[src/rtl/lc3b_types.sv]
`default_nettype none
// ---------------------------------------------------------------------------
// lc3b_types : shared LC-3b cache types and writeback buffer state encoding
// Rev 1.0
// ---------------------------------------------------------------------------
package lc3b_types;

  typedef logic [15:0]  lc3b_word;
  typedef logic [127:0] lc3b_c_block;
  typedef logic [11:0]  lc3b_c_tagline;

  typedef enum logic [0:0] {
    IDLE  = 1'b0,
    DRAIN = 1'b1
  } wb_state_t;

  localparam lc3b_word WB_COUNT_MAX = 16'hFFFF;

endpackage
`default_nettype wire

[src/rtl/wb_line_reg.sv]
`default_nettype none
// ---------------------------------------------------------------------------
// wb_line_reg : line tag plus 128-bit line register, load enable, async clear
// Rev 1.0
// ---------------------------------------------------------------------------
module wb_line_reg
  import lc3b_types::*;
(
  input  logic          clk,
  input  logic          reset,
  input  logic          load,
  input  logic [11:0]   tag_in,
  input  logic [127:0]  line_in,
  output logic [11:0]   tag,
  output logic [127:0]  line
);

  lc3b_c_tagline tag_q;
  lc3b_c_block   line_q;

  always_ff @(posedge clk or posedge reset) begin
    if (reset) begin
      tag_q  <= '0;
      line_q <= '0;
    end else if (load) begin
      tag_q  <= tag_in;
      line_q <= line_in;
    end
  end

  assign tag  = tag_q;
  assign line = line_q;

endmodule
`default_nettype wire

[src/rtl/cache_writeback_buffer.sv]
`default_nettype none
// ---------------------------------------------------------------------------
// cache_writeback_buffer : single-entry dirty-line buffer draining to pmem
// Rev 1.0
// ---------------------------------------------------------------------------
module cache_writeback_buffer
  import lc3b_types::*;
(
  input  logic          clk,
  input  logic          reset,
  input  logic          wb_req,
  input  logic [15:0]   wb_addr,
  input  logic [127:0]  wb_data,
  output logic          wb_ack,
  output logic          full,
  output logic          pmem_write,
  output logic [15:0]   pmem_address,
  output logic [127:0]  pmem_wdata,
  input  logic          pmem_resp,
  input  logic [15:0]   lookup_addr,
  output logic          lookup_hit,
  output logic [127:0]  lookup_data,
  output logic [15:0]   wb_count
);

  wb_state_t     state;
  logic          valid;
  lc3b_word      count;
  lc3b_c_tagline tag;
  lc3b_c_block   line;
  logic          load;
  logic          unused_bits;

  // Offset bits never take part in addressing a line.
  assign unused_bits = ^{wb_addr[3:0], lookup_addr[3:0]};

  assign wb_ack = (state == IDLE) && wb_req;
  assign load   = wb_ack;

  wb_line_reg u_line (
    .clk     (clk),
    .reset   (reset),
    .load    (load),
    .tag_in  (wb_addr[15:4]),
    .line_in (wb_data),
    .tag     (tag),
    .line    (line)
  );

  always_ff @(posedge clk or posedge reset) begin
    if (reset) begin
      state <= IDLE;
      valid <= 1'b0;
      count <= '0;
    end else begin
      case (state)
        IDLE: begin
          if (wb_req) begin
            state <= DRAIN;
            valid <= 1'b1;
          end
        end
        DRAIN: begin
          if (pmem_resp) begin
            state <= IDLE;
            valid <= 1'b0;
            if (count != WB_COUNT_MAX)
              count <= count + 16'd1;
          end
        end
        default: begin
          state <= IDLE;
          valid <= 1'b0;
        end
      endcase
    end
  end

  assign full         = (state == DRAIN);
  assign pmem_write   = (state == DRAIN);
  assign pmem_address = {tag, 4'h0};
  assign pmem_wdata   = line;

  // Hit stays up through the pmem_resp cycle; valid clears on that edge.
  assign lookup_hit  = valid && (lookup_addr[15:4] == tag);
  assign lookup_data = line;
  assign wb_count    = count;

endmodule
`default_nettype wire

[config.mk]
export PLATFORM = sky130hd
export DESIGN_NAME = cache_writeback_buffer
export DESIGN_NICKNAME = d
export VERILOG_FILES = /design/src/rtl/lc3b_types.sv /design/src/rtl/wb_line_reg.sv /design/src/rtl/cache_writeback_buffer.sv
export SDC_FILE = /design/constraint.sdc
export NUM_CORES = 1
export LEC_CHECK = 0
export BUFFER_PORTS_ARGS = -buffer_cell sky130_fd_sc_hd__buf_2
export CAP_MARGIN = 20
export CELL_PAD_IN_SITES_DETAIL_PLACEMENT = 2
export CELL_PAD_IN_SITES_GLOBAL_PLACEMENT = 2
export CORE_AREA = 2 2 178 180
export DETAILED_ROUTE_END_ITERATION = 7
export DIE_AREA = 0 0 180 182
export GPL_TIMING_DRIVEN = 0
export PLACE_DENSITY_LB_ADDON = 0.1
export RECOVER_POWER = 50
export REMOVE_ABC_BUFFERS = 1
export SETUP_SLACK_MARGIN = 0.05
export SLEW_MARGIN = 20
export SYNTH_ARGS = -nofsm -noshare
export SYNTH_HDL_FRONTEND = slang
export SYNTH_SLANG_ARGS = --single-unit
[constraint.sdc]
create_clock -name clk -period 5.9 [get_ports clk]
set_input_delay 0.295 -clock clk [delete_from_list [all_inputs] [get_ports clk]]
set_output_delay 0.295 -clock clk [all_outputs]
set_load 0.1 [all_outputs]
======== Word level (Yosys, flattened, before mapping) ========
Index checks and enable logic that the tools add are counted.
word-level totals
  register bits after elaboration ......... 158
  input port bits ......................... 164
  output and inout bits ................... 292
operators by class
  add/subtract/negate cells ............... 1
  equality and inequality tests ........... 4
  mux-type cells .......................... 6
  bitwise gates (word level) .............. 1
  reduce and logical (&&, ||, !) cells .... 4
operators by type and width
  kind                                            count
  adder 16 x 1 -> 16 bit (second input constant)  1
  != test 16 bit (second input constant)          1
  equality test 12 bit                            1
  two-way mux 1 bit                               4
  != test 2 bit (second input constant)           2
  case mux 1 bit (2 select lines)                 2
  AND reduction 3 bit                             1
  logical AND 1 bit                               2
  AND reduction 2 bit                             1
  NOT 1 bit                                       1

======== Depth between registers and ports, before layout ========
Gate-level depths: netlist (run 1).
  depth in word-level cells ............... 3
  depth in mapped cells ................... 5

======== Modules after synthesis ========
Synthesis (run 1) repeated with hierarchy kept, for this count alone.
unflattened totals
  cells, all modules ...................... 533
  area total of the unflattened synthesis .. 7683.6 um2
modules (own cells, without submodules)
  module                  instances  cells an instance  area each (um2)  seq. area each (um2)
  wb_line_reg             1          297                5617.9           3503.4
  cache_writeback_buffer  1          236                2065.7           450.4

======== Worst setup path before layout (run 1) ========
Ideal clock, no wire load.
  path kind ............................... register to output
  start ................................... reg u_line.tag_q[10] (netlist: u_line.tag[10])
  end ..................................... out lookup_hit
  arrival ................................. 3.482 ns
  path slack .............................. 2.123 ns
  cell stages (with the launch flop) ...... 5
  path buffers ............................ 0
  cells stage by stage .................... dfrtp_1 -> xor2_1 -> nor4_1 -> nand3_1 -> nor3_1
on the way
  longest elaborated chain between the ends .. 2
ends and longest elaborated chain
  item                    line                          text
  start, declared         wb_line_reg.sv:18             lc3b_c_tagline tag_q;
  start signal, assigned  wb_line_reg.sv:26             tag_q <= tag_in;
  equality test 12 bit    cache_writeback_buffer.sv:85  assign lookup_hit = valid && (lookup_addr[15:4] == tag);
  logical AND 1 bit       cache_writeback_buffer.sv:85
  end, declared           cache_writeback_buffer.sv:21  output logic lookup_hit,
No other way between the ends.

======== Worst setup path after layout (run 1) ========
  start ................................... reg state (netlist: full)
  end ..................................... out wb_ack
on the way
  longest elaborated chain between the ends .. 2
ends and longest elaborated chain
  item                    line                          text
  start, declared         cache_writeback_buffer.sv:26  wb_state_t state;
  start signal, assigned  cache_writeback_buffer.sv:52  state <= IDLE;
  start signal, assigned  cache_writeback_buffer.sv:59  state <= DRAIN;
  start signal, assigned  cache_writeback_buffer.sv:65  state <= IDLE;
  NOT 1 bit               --
  logical AND 1 bit       cache_writeback_buffer.sv:37  assign wb_ack = (state == IDLE) && wb_req;
  end, declared           cache_writeback_buffer.sv:14  output logic wb_ack,
No other way between the ends.

==> results.md, run 1 <==
- The flow ran to the end, but the final reports show violations.
- The final reports fail on capacitance limit, slew limit.
- The first routing iteration left 124 violations.
- Setup violations remaining at the end of the flow were counted as 0.
- The average detailed-routed wire length per instance is 18.6 um.
- The top cell types in the final layout, fill and taps aside, are sky130_fd_sc_hd__buf_2 (311), sky130_fd_sc_hd__dfrtp_1 (158), sky130_fd_sc_hd__mux2_2 (140).
- The most common cell after layout, fill and taps aside is sky130_fd_sc_hd__buf_2.
- After routing, the total negative slack on setup checks comes to 0 ns.
- The end of the worst register-to-register path is u_line.line[105].
- The total routing usage reported by global routing is 14.4%.
- Dividing the detail-routed via count by the number of cells gives 4.10.
- The core area is 31000 um2.
- The CTS root buffer is sky130_fd_sc_hd__clkbuf_16.
- For this run, global-route usage on met3 was measured as 3.55%.
- In the global route stage, met1 resource usage came out at 16.2%.
- The clock-pin slew of the registers on the worst-case setup and hold paths is 0.08 ns.
- The floorplan step defined a die boundary enclosing 32800 um2.
- Entering global routing, the biggest net connects 91 pins.
- Max-cap violations in this run came to 1.
- The data arrival time of the critical path is 2.96 ns.
- The post-synthesis to final-layout area growth is 31.1%.
- The hold slack is 0.0883 ns.
- The netlist area before placement is 7190 um2.
- The share of async-settable or async-resettable flops after synthesis is 100%.
- The met2 track demand over resource is 26.5%.
- Setup repair after global routing left no endpoint under its margin.
- For this run, design rule violations remaining after detail routing come to 0.
- The width of the die is 180 um.
- The tightest min-delay check is of the in2reg type.
- The number of nets still failing antenna checks after routing is 0.
- Once the floorplan was initialized, standard cells occupied 23.2% of the core.
- Of the available clock period, the critical path in the final layout requires 55.2%.
- After the last flow step, the layout net total stands at 1013.
- The number of cells in the design after placement is 1230.
- Yosys mapped a number of flops with a built-in enable equal to 0.
- In this run, distinct cell masters in the synthesized netlist total 34.
- The final critical-path required period is 3.26 ns.
- The slack of the worst reg-to-reg path is 3.19 ns.
- The count of buffers added on input and output ports is 443.
- The critical path data required time is 5.61 ns.
- The share of cells above drive strength 1 is 57.8%.
- After the flow finishes, the layout carries non-filler instances totaling 1264.
- The worst-skew pair later-pin latency is 0.43 ns.
- The initial antenna violation count is 2.
- The origin of the critical flop-to-flop path is full.
- Clock tree synthesis found a total of 158 sinks.
- The highest achievable clock rate is 307 MHz.
- During synthesis, Yosys emitted a total of 0 warnings.
- The clock passes through at most 2 buffers.
- Headroom to the max-slew limit came out at -122%.
- The class of the most critical setup path is reg2out.
- Once detailed placement completed, the half-perimeter wirelength came to 18500 um.
- The path with the worst hold slack has its endpoint at u_line.line[55].
- After global routing, the most crowded layer is met2.
- The first global-routing pass estimated 35900 um of wire.
- For the pin with the worst max-slew slack, the measured transition is 3.31 ns.
- The routability congestion estimate is 0.744.
- Global routing finished with a remaining overflow of 0.
- The number of buffers created by CTS is 17.
- The number of standard-cell rows in the floorplan is 65.
- The number of hold-slack violations in the final timing report was 0.
- Between clock sinks in the finished design, the worst skew comes to 0.0150 ns.
- After synthesis, the mean cell area works out to 13.7 um2.
- The number of pins exceeding their max-slew limit in the final report was 69.
- The top fanout value on the critical path is 28.
- STA classifies the critical path startpoint as a flop.
- Synthesis produced a netlist whose cell count is 524.
- Counting instances, the worst hold path has a depth of 2.
- The number of global-route vias before repair is 5698.
- The y dimension of the die is 182 um.
- The number of ports placed on the die boundary is 456.
- The synthesized design contains 158 register bits.
- The share of synthesized area occupied by flip-flops and latches is 55.0%.
- The depth of the worst register-to-register path is 6.
- The startpoint of the worst hold path is wb_data[55].
- The CTS tree is yes.
- The flip-flop cell with the highest count after synthesis is sky130_fd_sc_hd__dfrtp_1.
- The endpoint class of the critical path is an output pin.
- The CTS H-tree depth is 4.
- The final wirelength is 23500 um.
- For this run, the detailed router's first-pass iteration total came to 4.
- The via count is 5182.
- After clock tree synthesis, the setup repair step added 0 buffers.
[how the worst max path moves through the flow]
stage,from,endpoint,slack [ns],depth (start not counted)
floorplan,full,u_line.line[0],-4.11,2
global placement,full,wb_ack,-5.79,2
detailed placement,full,wb_ack,3.55,5
CTS,full,wb_ack,3.07,5
global route,reset,u_line.line[20],2.40,3
finish,full,wb_ack,2.64,5
[synthesized netlist by cell type (all sizes together) (2+ instances only)]
cell type  number  area (um2)
and3            2        12.5
and4            3        30.0
buf           148        1070
dfrtp         158        3950
inv             2        7.51
mux2          141        1590
nand2           8        37.5
nand3           6        30.0
nand4           4        31.3
nor2            4        17.5
nor3            4        20.0
nor4            4        25.0
xnor2          12         105
xor2           15         131
[metal layers]
metal | routed length [um] | up-vias
met5 | 16 | -
met4 | 211 | 2
met3 | 1440 | 13
met2 | 13000 | 227
met1 | 8840 | 2642
li1 | - | 2298
[cell type report]
| class | count | area [um2] |
|---|---|---|
| Fill cell | 3461 | 21600 |
| Antenna cell | 1 | 2.50 |
| Clock buffer | 18 | 429 |
| Sequential cell | 158 | 3950 |
| Multi-Input combinational cell | 218 | 2160 |
| Clock inverter | 14 | 153 |
| Inverter | 2 | 8.76 |
| Timing Repair Buffer | 451 | 2210 |
| Tap cell | 402 | 503 |
[critical path, cell delays in order (launching register included)]
cell                      delay (ns)
sky130_fd_sc_hd__dfrtp_1        0.49
sky130_fd_sc_hd__nor2b_1        0.87
sky130_fd_sc_hd__buf_12         0.28
sky130_fd_sc_hd__buf_12         0.21
sky130_fd_sc_hd__buf_12         0.22
sky130_fd_sc_hd__buf_2          0.46
[timing repair]
| item | in CTS | in global routing |
|---|---|---|
| endpoints found under the setup margin | 0 | 0 |
| endpoints found under the hold margin | 68 | 0 |
| gates resized for setup | 0 | 0 |
| hold buffers | 1 | 0 |
[sequential cells by signal, summed over array words and instances (netlist names)]
signal and flops:
wb_count 16, u_line.line 128, u_line.tag 12, full 1, valid 1
[cells by family (layout without fill, tap and decap cells)]
family,Yosys count,after routing,synth area share (%)
other cells,1,5,0.0522
flops,158,158,55.0
buf+inv,151,485,15.1
xor+xnor,27,27,3.29
mux,141,141,22.1
simple gates,41,41,3.64
fa+ha+maj,1,1,0.174
compound gates,4,4,0.575
[stage by stage]
step                worst slack (ns)  cell area (um2)  util (%)
CTS                             3.07             9600      31.0
global route                    2.40             9420      30.4
global placement               -5.79             8840      28.5
detailed placement              3.55             9000      29.1
floorplan                      -4.11             6120         -
finish                          2.64             9420      30.4
Power of run 1 is not shown: default switching activity piles up to over one toggle a cycle in this logic, so the estimate is an artifact.
==> run 2, diff against run 1 <==
ABC_AREA = 1   (was default)
CORE_AREA = default   (was 2 2 178 180)
CORE_MARGIN = 2   (was default)
CORE_UTILIZATION = 20   (was default)
DIE_AREA = default   (was 0 0 180 182)
clock period = 2.93 ns   (was 5.9 ns; I/O delays follow)
==> run 2 against run 1 <==
The flow now finishes without violations. Register-to-register slack worse by 2.3 ns. Via count is 43% higher. Final cell count increased by 45%. Critical path type unchanged. Worst setup slack worse by 2.4 ns. Clock skew decreased by 0.0066 ns. Sequential share of layout area decreased by 6.7 points. Non-clock buffer count up 139. First-iteration DRC count rose by 93%. Area after synthesis increased by 4.1%. Critical path depth increased by 1. Design area increased by 19%. Clock-buffer cell count unchanged.
==> results.md, run 2 <==
- The number of enable-type register cells in the synthesized netlist is 0 (unchanged).
- The setup slack at placement came to 0.169 ns (was 3.55 ns).
- The number of buffers added on ports was 443 (unchanged).
- The via count was 7428 (was 5182).
- The number of standard-cell rows in the floorplan is 70 (was 65).
- The routed via count divided by cell count is 4.04 (was 4.10).
- The first-pass GRT wire length came to 48100 um (was 35900 um).
- Summing internal, switching and leakage power gives 13.8 mW.
- The core area is 36700 um2 (was 31000 um2).
- The slack of the worst reg-to-reg path is 0.90 ns (was 3.19 ns).
- Dividing the final minimum period by the clock period gives 90.2%.
- The post-synthesis to final-layout area growth was 49.9% (was 31.1%).
- The endpoint class of the critical path is an output pin (unchanged).
- The number of buffers created by CTS is 17 (unchanged).
- The highest achievable clock rate is 379 MHz.
- The clock tree skew after final layout is 0.00845 ns (was 0.0150 ns).
- The kind of path behind the tightest hold check was in2reg (unchanged).
- The final wirelength is 31000 um (was 23500 um).
- The proportion of netlist area held by the largest area contributor was 52.9% (was 55.0%).
- The flip-flop and latch area is 3950 um2 (unchanged).
- Status: finished clean (was complete, but fails checks).
- The most common cell after layout, fill and taps aside is sky130_fd_sc_hd__nand2_1 (was sky130_fd_sc_hd__buf_2).
- The top fanout value on the critical path is 75 (was 28).
- The width of the die is 197 um (was 180 um).
- The initial antenna violation count came to 0 (was 2).
- The number of warnings printed during yosys synthesis came to 0 (unchanged).
- The detailed router's first-iteration violation count is 239 (was 124).
- The worst hold path stage count is 3 (was 2).
- The filler cell count in the final layout is 4328 (was 3461).
- The post-route DRC violation count is 0 (unchanged).
- The number of iterations in the first detailed-routing pass is 4 (unchanged).
- The worst-case IR drop observed on VDD is 604 uV.
- The antenna diode count came to 0 (was 1).
- The CTS root buffer is sky130_fd_sc_hd__clkbuf_16 (unchanged).
- The leading area contributor after synthesis is sky130_fd_sc_hd__dfrtp_1 (unchanged).
- The worst slew slack as a fraction of its limit is 15.7% (was -122%).
- The clock-pin slew of the registers on the worst-case setup and hold paths came to 0.07 ns (was 0.08 ns).
- The CTS tree is yes (unchanged).
- The number of cells in the design after placement came to 1664 (was 1230).
- The flip-flop cell with the highest count after synthesis was sky130_fd_sc_hd__dfrtp_1 (unchanged).
- The final critical-path required period is 2.64 ns.
- Largest cells by area after synthesis: sky130_fd_sc_hd__dfrtp_1 (53%), sky130_fd_sc_hd__nand2_1 (24%), sky130_fd_sc_hd__buf_4 (13%) (was sky130_fd_sc_hd__dfrtp_1 (55%), sky130_fd_sc_hd__mux2_2 (22%), sky130_fd_sc_hd__buf_4 (14%)).
- The starting density of the core came to 20.4% (was 23.2%).
- The number of ports placed on the die boundary is 456 (unchanged).
- The share of async-settable or async-resettable flops after synthesis came to 100% (unchanged).
- The number of standard cells in the final layout excluding fillers was 1838 (was 1264).
- The number of nets still failing antenna checks after routing is 0 (unchanged).
- The type of origin of the critical path is a flop (unchanged).
- The cell with the most instances after synthesis is sky130_fd_sc_hd__nand2_1 (was sky130_fd_sc_hd__dfrtp_1).
- The final setup slack of the worst path is 0.288 ns (was 2.64 ns).
- The origin of the critical flop-to-flop path is full (unchanged).
- The global-route congestion overflow total came to 0 (unchanged).
- The pin slew with the least headroom to its limit was 1.27 ns (was 3.31 ns).
- The area enclosed by the die boundary came to 39000 um2 (was 32800 um2).
- The area of the multi-input gates came to 2310 um2 (was 2160 um2).
- The ratio of total power to cell area is 1230 nW/um2.
- The number of sinks driven by the clock tree is 158 (unchanged).
- The number of violations of the max-capacitance limit is 0 (was 1).
- The y dimension of the die came to 197 um (was 182 um).
- The pin count of the biggest net entering global routing is 78 (was 91).
- The number of unique standard cell types used by synthesis is 27 (was 34).
- The number of flip-flops in the largest register is 128 (unchanged).
- The count of endpoints failing setup in the final report is 0 (unchanged).
- The netlist area before placement was 7480 um2 (was 7190 um2).
- The total routing usage reported by global routing came to 16.2% (was 14.4%).
- The startpoint of the worst hold path is wb_req (was wb_data[55]).
- Most frequent cells after synthesis: sky130_fd_sc_hd__nand2_1 (484), sky130_fd_sc_hd__dfrtp_1 (158), sky130_fd_sc_hd__buf_4 (133) (was sky130_fd_sc_hd__dfrtp_1 (158), sky130_fd_sc_hd__mux2_2 (140), sky130_fd_sc_hd__buf_4 (133)).
- The flip-flop and latch count after synthesis is 158 (unchanged).
- The average cell area after synthesis came to 8.22 um2 (was 13.7 um2).
- The launching element of the worst setup path is full (unchanged).
- The data arrival time of the critical path is 2.50 ns (was 2.96 ns).
- The hold slack was 0.272 ns (was 0.0883 ns).
- The number of global-route vias before repair is 8247 (was 5698).
- The average detailed-routed wire length per instance came to 16.8 um (was 18.6 um).
- The number of nets in the final layout is 1522 (was 1013).
- The number of pins exceeding their max-slew limit in the final report is 0 (was 69).
- The routability congestion estimate is 0.738 (was 0.744).
- The depth of the worst register-to-register path is 7 (was 6).
- The HPWL after detailed placement is 23100 um (was 18500 um).
- The worst-skew pair later-pin latency was 0.44 ns (was 0.43 ns).
- Top library cells by usage in the layout, fill and taps aside: sky130_fd_sc_hd__nand2_1 (483), sky130_fd_sc_hd__buf_2 (298), sky130_fd_sc_hd__dfrtp_1 (158) (was sky130_fd_sc_hd__buf_2 (311), sky130_fd_sc_hd__dfrtp_1 (158), sky130_fd_sc_hd__mux2_2 (140)).
- The end of the worst register-to-register path is u_line.line[104] (was u_line.line[105]).
- Setup repair after global routing missed its margin: no (unchanged).
- The buffer levels on the longest clock path is 2 (unchanged).
- The synthesized instance count is 910 (was 524).
- The CTS H-tree depth is 4 (unchanged).
- The accumulated negative setup slack came to 0 ns (unchanged).
- The class of the most critical setup path was reg2out (unchanged).
- The number of hold-slack violations in the final timing report is 0 (unchanged).
- The worst hold endpoint is full (was u_line.line[55]).
- The share of synthesized area occupied by flip-flops and latches was 52.9% (was 55.0%).
- The share of cells above drive strength 1 is 25.9% (was 57.8%).
- Summed over all cells, the static leakage comes to 5.93 nW.
- The critical path data required time came to 2.78 ns (was 5.61 ns).
-- run 2: worst max-delay path, stage by stage, from the launching register on --
cell                      delay, ns
sky130_fd_sc_hd__dfrtp_1       0.41
sky130_fd_sc_hd__inv_1         0.17
sky130_fd_sc_hd__nand2_8       0.24
sky130_fd_sc_hd__buf_16        0.28
sky130_fd_sc_hd__inv_16        0.24
sky130_fd_sc_hd__buf_16        0.32
sky130_fd_sc_hd__buf_6         0.28
-- run 2: report_power, final --
group	internal (mW)	switching (mW)	leakage, nW	total, mW
combinational	0.896	7.07	3.64	7.97
sequential	2.63	0.504	1.96	3.13
clock	1.69	0.995	0.331	2.68
total	5.22	8.57	5.93	13.8
-- run 2: logic make-up after synthesis --
| family | Yosys count | share of synthesized area (%) |
|---|---|---|
| simple gates | 533 | 27.8 |
| buf+inv | 190 | 16.6 |
| flops | 158 | 52.9 |
| compound gates | 18 | 1.47 |
| xor+xnor | 9 | 1.05 |
| fa+ha+maj | 1 | 0.167 |
| other cells | 1 | 0.0501 |
-- run 2: layout make-up --
type	instances	area share [%]
well taps	468	5.22
inverters	25	0.993
clock inverters	14	2.33
multi-input cells	565	20.6
clock buffers	18	3.83
repair buffers	590	31.7
flip-flops and latches	158	35.3
-- run 2: how the worst max path moves through the flow --
stage,end
global placement,wb_ack
detailed placement,wb_ack
floorplan,u_line.tag[0]
finish,wb_ack
CTS,wb_ack
global route,wb_ack
-- run 2: stage by stage --
| step | util [%] | area [um2] |
|---|---|---|
| floorplan | - | 6340 |
| global placement | 24.9 | 9150 |
| detailed placement | 25.3 | 9300 |
| CTS | 31.2 | 11400 |
| global route | 30.6 | 11200 |
| finish | 30.6 | 11200 |
-- run 2: per-layer routing --
layer | global-route usage (%) | up-vias | part of all wire (%)
met1 | 19.4 | 3676 | 42
met2 | 29.1 | 226 | 52
met3 | 3.50 | 21 | 4.6
met4 | 4.37 | 0 | 1.2
met5 | 0 | - | 0
li1 | - | 3505 | -
-- run 2: timing repair --
action	CTS	global route
endpoints found under the setup margin	1	1
hold endpoints to repair	231	0
setup buffers	0	0
resized for setup	4	1
hold buffers	142	0
(Power assumes the default switching activity.)
==> run 3, diff against run 2 <==
MAX_ROUTING_LAYER = met4   (was default)
==> run 3 against run 2 <==
Sequential share of layout area down 0.086 points. Largest cell class unchanged. Largest power group unchanged. Clock power about the same. Via count up 0.11%.
==> results.md, run 3 (synthesized netlist as in run 2, its figures left out) <==
- Status: finished clean (unchanged).
- The number of global-route vias before repair is 8250 (was 8247).
- The pin slew with the least headroom to its limit was 1.26 ns (was 1.27 ns).
- The combinational fraction of design power came to 57.8% (about the same).
- The global routing met1 resource utilization is 19.8% (was 19.4%).
- The worst slew slack as a fraction of its limit was 16.6% (was 15.7%).
- The CTS H-tree depth is 4 (unchanged).
- The critical path data required time is 2.78 ns (about the same).
- The average detailed-routed wire length per instance came to 17.0 um (was 16.8 um).
- The worst ir drop on vdd is 604 uV (about the same).
- The core area came to 36700 um2 (unchanged).
- The origin of the critical flop-to-flop path is full (unchanged).
- The area enclosed by the die boundary is 39000 um2 (unchanged).
- The switching part of the total was 62.2% (about the same).
- Top library cells by usage in the layout, fill and taps aside: sky130_fd_sc_hd__nand2_1 (483), sky130_fd_sc_hd__buf_2 (298), sky130_fd_sc_hd__dfrtp_1 (158) (unchanged).
- The net switching power of the design is 8.58 mW (was 8.57 mW).
- The kind of path behind the tightest hold check is in2reg (unchanged).
- The detailed router's first-iteration violation count came to 237 (was 239).
- The number of flip-flops in the largest register was 128 (unchanged).
- The startpoint of the worst hold path is wb_req (unchanged).
- The post-synthesis to final-layout area growth is 50.3% (was 49.9%).
- The final critical-path required period is 2.53 ns (was 2.64 ns).
- The share of the clock period used by the worst path after layout is 86.4% (was 90.2%).
- The met2 track demand over resource is 29.1% (unchanged).
- The number of iterations in the first detailed-routing pass is 4 (unchanged).
- The worst hold path stage count is 3 (unchanged).
- The starting density of the core is 20.4% (unchanged).
- The sequential group share of total power came to 22.7% (about the same).
- The ratio of total power to cell area was 1230 nW/um2 (about the same).
- The number of hold-slack violations in the final timing report came to 0 (unchanged).
- The filler cell count in the final layout is 4325 (was 4328).
- The number of cells in the design after placement came to 1664 (unchanged).
- The worst hold endpoint was full (unchanged).
- The most common cell after layout, fill and taps aside is sky130_fd_sc_hd__nand2_1 (unchanged).
- The hold slack is 0.271 ns (was 0.272 ns).
- The endpoint class of the critical path is an output pin (unchanged).
- The number of sinks driven by the clock tree was 158 (unchanged).
- The y dimension of the die is 197 um (unchanged).
- The clock network fraction of design power is 19.5% (about the same).
- The worst-skew pair later-pin latency is 0.44 ns (about the same).
- The CTS root buffer is sky130_fd_sc_hd__clkbuf_16 (unchanged).
- The top fanout value on the critical path is 76 (was 75).
- The routing usage on met3 is 3.04% (was 3.50%).
- The class of the most critical setup path is reg2out (unchanged).
- The routability congestion estimate is 0.747 (was 0.738).
- The first-pass GRT wire length is 48100 um (about the same).
- The number of standard-cell rows in the floorplan is 70 (unchanged).
- The post-CTS setup-driven buffer insertion count is 0 (unchanged).
- The global-route congestion overflow total came to 0 (unchanged).
- The via count was 7436 (was 7428).
- The CTS tree is yes (unchanged).
- The pin count of the biggest net entering global routing came to 78 (unchanged).
- The type of origin of the critical path is a flop (unchanged).
- The end of the worst register-to-register path is u_line.tag[3] (was u_line.line[104]).
- The initial antenna violation count is 1 (was 0).
- The width of the die is 197 um (unchanged).
- The number of violations of the max-capacitance limit is 0 (unchanged).
- The count of endpoints failing setup in the final report was 0 (unchanged).
- The number of buffers added on ports is 443 (unchanged).
- The accumulated negative setup slack was 0 ns (unchanged).
- The HPWL after detailed placement was 23100 um (unchanged).
- The number of ports placed on the die boundary is 456 (unchanged).
- The number of buffers created by CTS came to 17 (unchanged).
- The number of nets in the final layout came to 1523 (was 1522).
- The slack of the worst reg-to-reg path is 0.98 ns (was 0.90 ns).
- The buffer levels on the longest clock path is 2 (unchanged).
- The number of standard cells in the final layout excluding fillers is 1840 (was 1838).
- Setup repair after global routing missed its margin: no (unchanged).
- The post-route DRC violation count is 0 (unchanged).
- The internal cell power is 5.22 mW (about the same).
- The final wirelength is 31300 um (was 31000 um).
- The number of pins exceeding their max-slew limit in the final report is 0 (unchanged).
- The depth of the worst register-to-register path is 6 (was 7).
- The busiest metal layer after global routing is met2 (unchanged).
- The share of cells above drive strength 1 was 26.0% (was 25.9%).
- The total routing usage reported by global routing was 16.7% (was 16.2%).
- The clock tree skew after final layout is 0.00908 ns (was 0.00845 ns).
- The routed via count divided by cell count is 4.04 (about the same).
- The data arrival time of the critical path was 2.38 ns (was 2.50 ns).
- The number of nets still failing antenna checks after routing is 0 (unchanged).
- The clock-pin slew of the registers on the worst-case setup and hold paths is 0.07 ns (about the same).
- The static leakage power is 5.94 nW (was 5.93 nW).
- The highest achievable clock rate is 395 MHz (was 379 MHz).
[run 3: changes by cell type in the layout (fill, tap and decap cells not counted), sizes merged]
cell | before | now
clkbuf | 163 | 164
diode | 0 | 1
[run 3: worst max path at each step]
| stage | from | to | slack, ns | depth (start not counted) |
|---|---|---|---|---|
| 4_1_cts | full | wb_ack | 0.07 | 6 |
| 3_5_place_dp | full | wb_ack | 0.17 | 6 |
| 6_report | full | wb_ack | 0.40 | 6 |
| 3_3_place_gp | full | wb_ack | -9.56 | 4 |
| 2_1_floorplan | full | u_line.tag[0] | -4.64 | 4 |
| 5_1_grt | reset | u_line.tag[11] | 0.11 | 5 |
[run 3: repair_timing]
item / in CTS / in global routing
hold buffers: 142 / 0
setup endpoints to repair: 1 / 1
cloned: 0 / 1
resized for setup: 4 / 1
endpoints found under the hold margin: 231 / 0
[run 3: final cells by class]
| cell class | count | area [um2] | area share, % |
|---|---|---|---|
| Tap cell | 468 | 586 | 5.21 |
| Clock inverter | 14 | 262 | 2.33 |
| Sequential cell | 158 | 3950 | 35.2 |
| Inverter | 25 | 111 | 0.991 |
| Clock buffer | 18 | 429 | 3.82 |
| Timing Repair Buffer | 591 | 3580 | 31.9 |
| Multi-Input combinational cell | 565 | 2310 | 20.6 |
| Antenna cell | 1 | 2.50 | 0.0223 |
[run 3: per-stage QoR]
| stage | power, mW | instance area [um2] | utilization (%) | setup slack (ns) |
|---|---|---|---|---|
| finish | 13.8 | 11200 | 30.6 | 0.399 |
| global placement | 11.1 | 9150 | 24.9 | -9.56 |
| detailed placement | 11.2 | 9300 | 25.3 | 0.169 |
| CTS | 14.1 | 11400 | 31.2 | 0.0733 |
| global route | 14.3 | 11200 | 30.6 | 0.109 |
| floorplan | 9.68 | 6340 | - | -4.64 |
[run 3: worst max-delay path, stage by stage, from the launching register on]
cell	delay [ns]
sky130_fd_sc_hd__dfrtp_1	0.41
sky130_fd_sc_hd__inv_1	0.17
sky130_fd_sc_hd__nand2_8	0.24
sky130_fd_sc_hd__buf_16	0.28
sky130_fd_sc_hd__inv_16	0.26
sky130_fd_sc_hd__buf_16	0.25
sky130_fd_sc_hd__buf_6	0.26
[run 3: power by group through the flow]
| stage | clock (mW) | sequential (mW) | combinational [mW] |
|---|---|---|---|
| 6_report | 2.68 | 3.13 | 7.98 |
| 3_5_place_dp | 0 | 3.17 | 7.99 |
| 2_1_floorplan | 0 | 8.97 | 0.716 |
| 3_3_place_gp | 0 | 3.18 | 7.97 |
| 4_1_cts | 2.80 | 3.15 | 8.16 |
| 5_1_grt | 2.86 | 3.23 | 8.25 |
[run 3: per-layer routing]
layer  routed length (um)  up-vias
met5                    0        -
met4                  378        0
met3                 1280       24
met1                13200     3676
met2                16400      227
li1                     -     3509
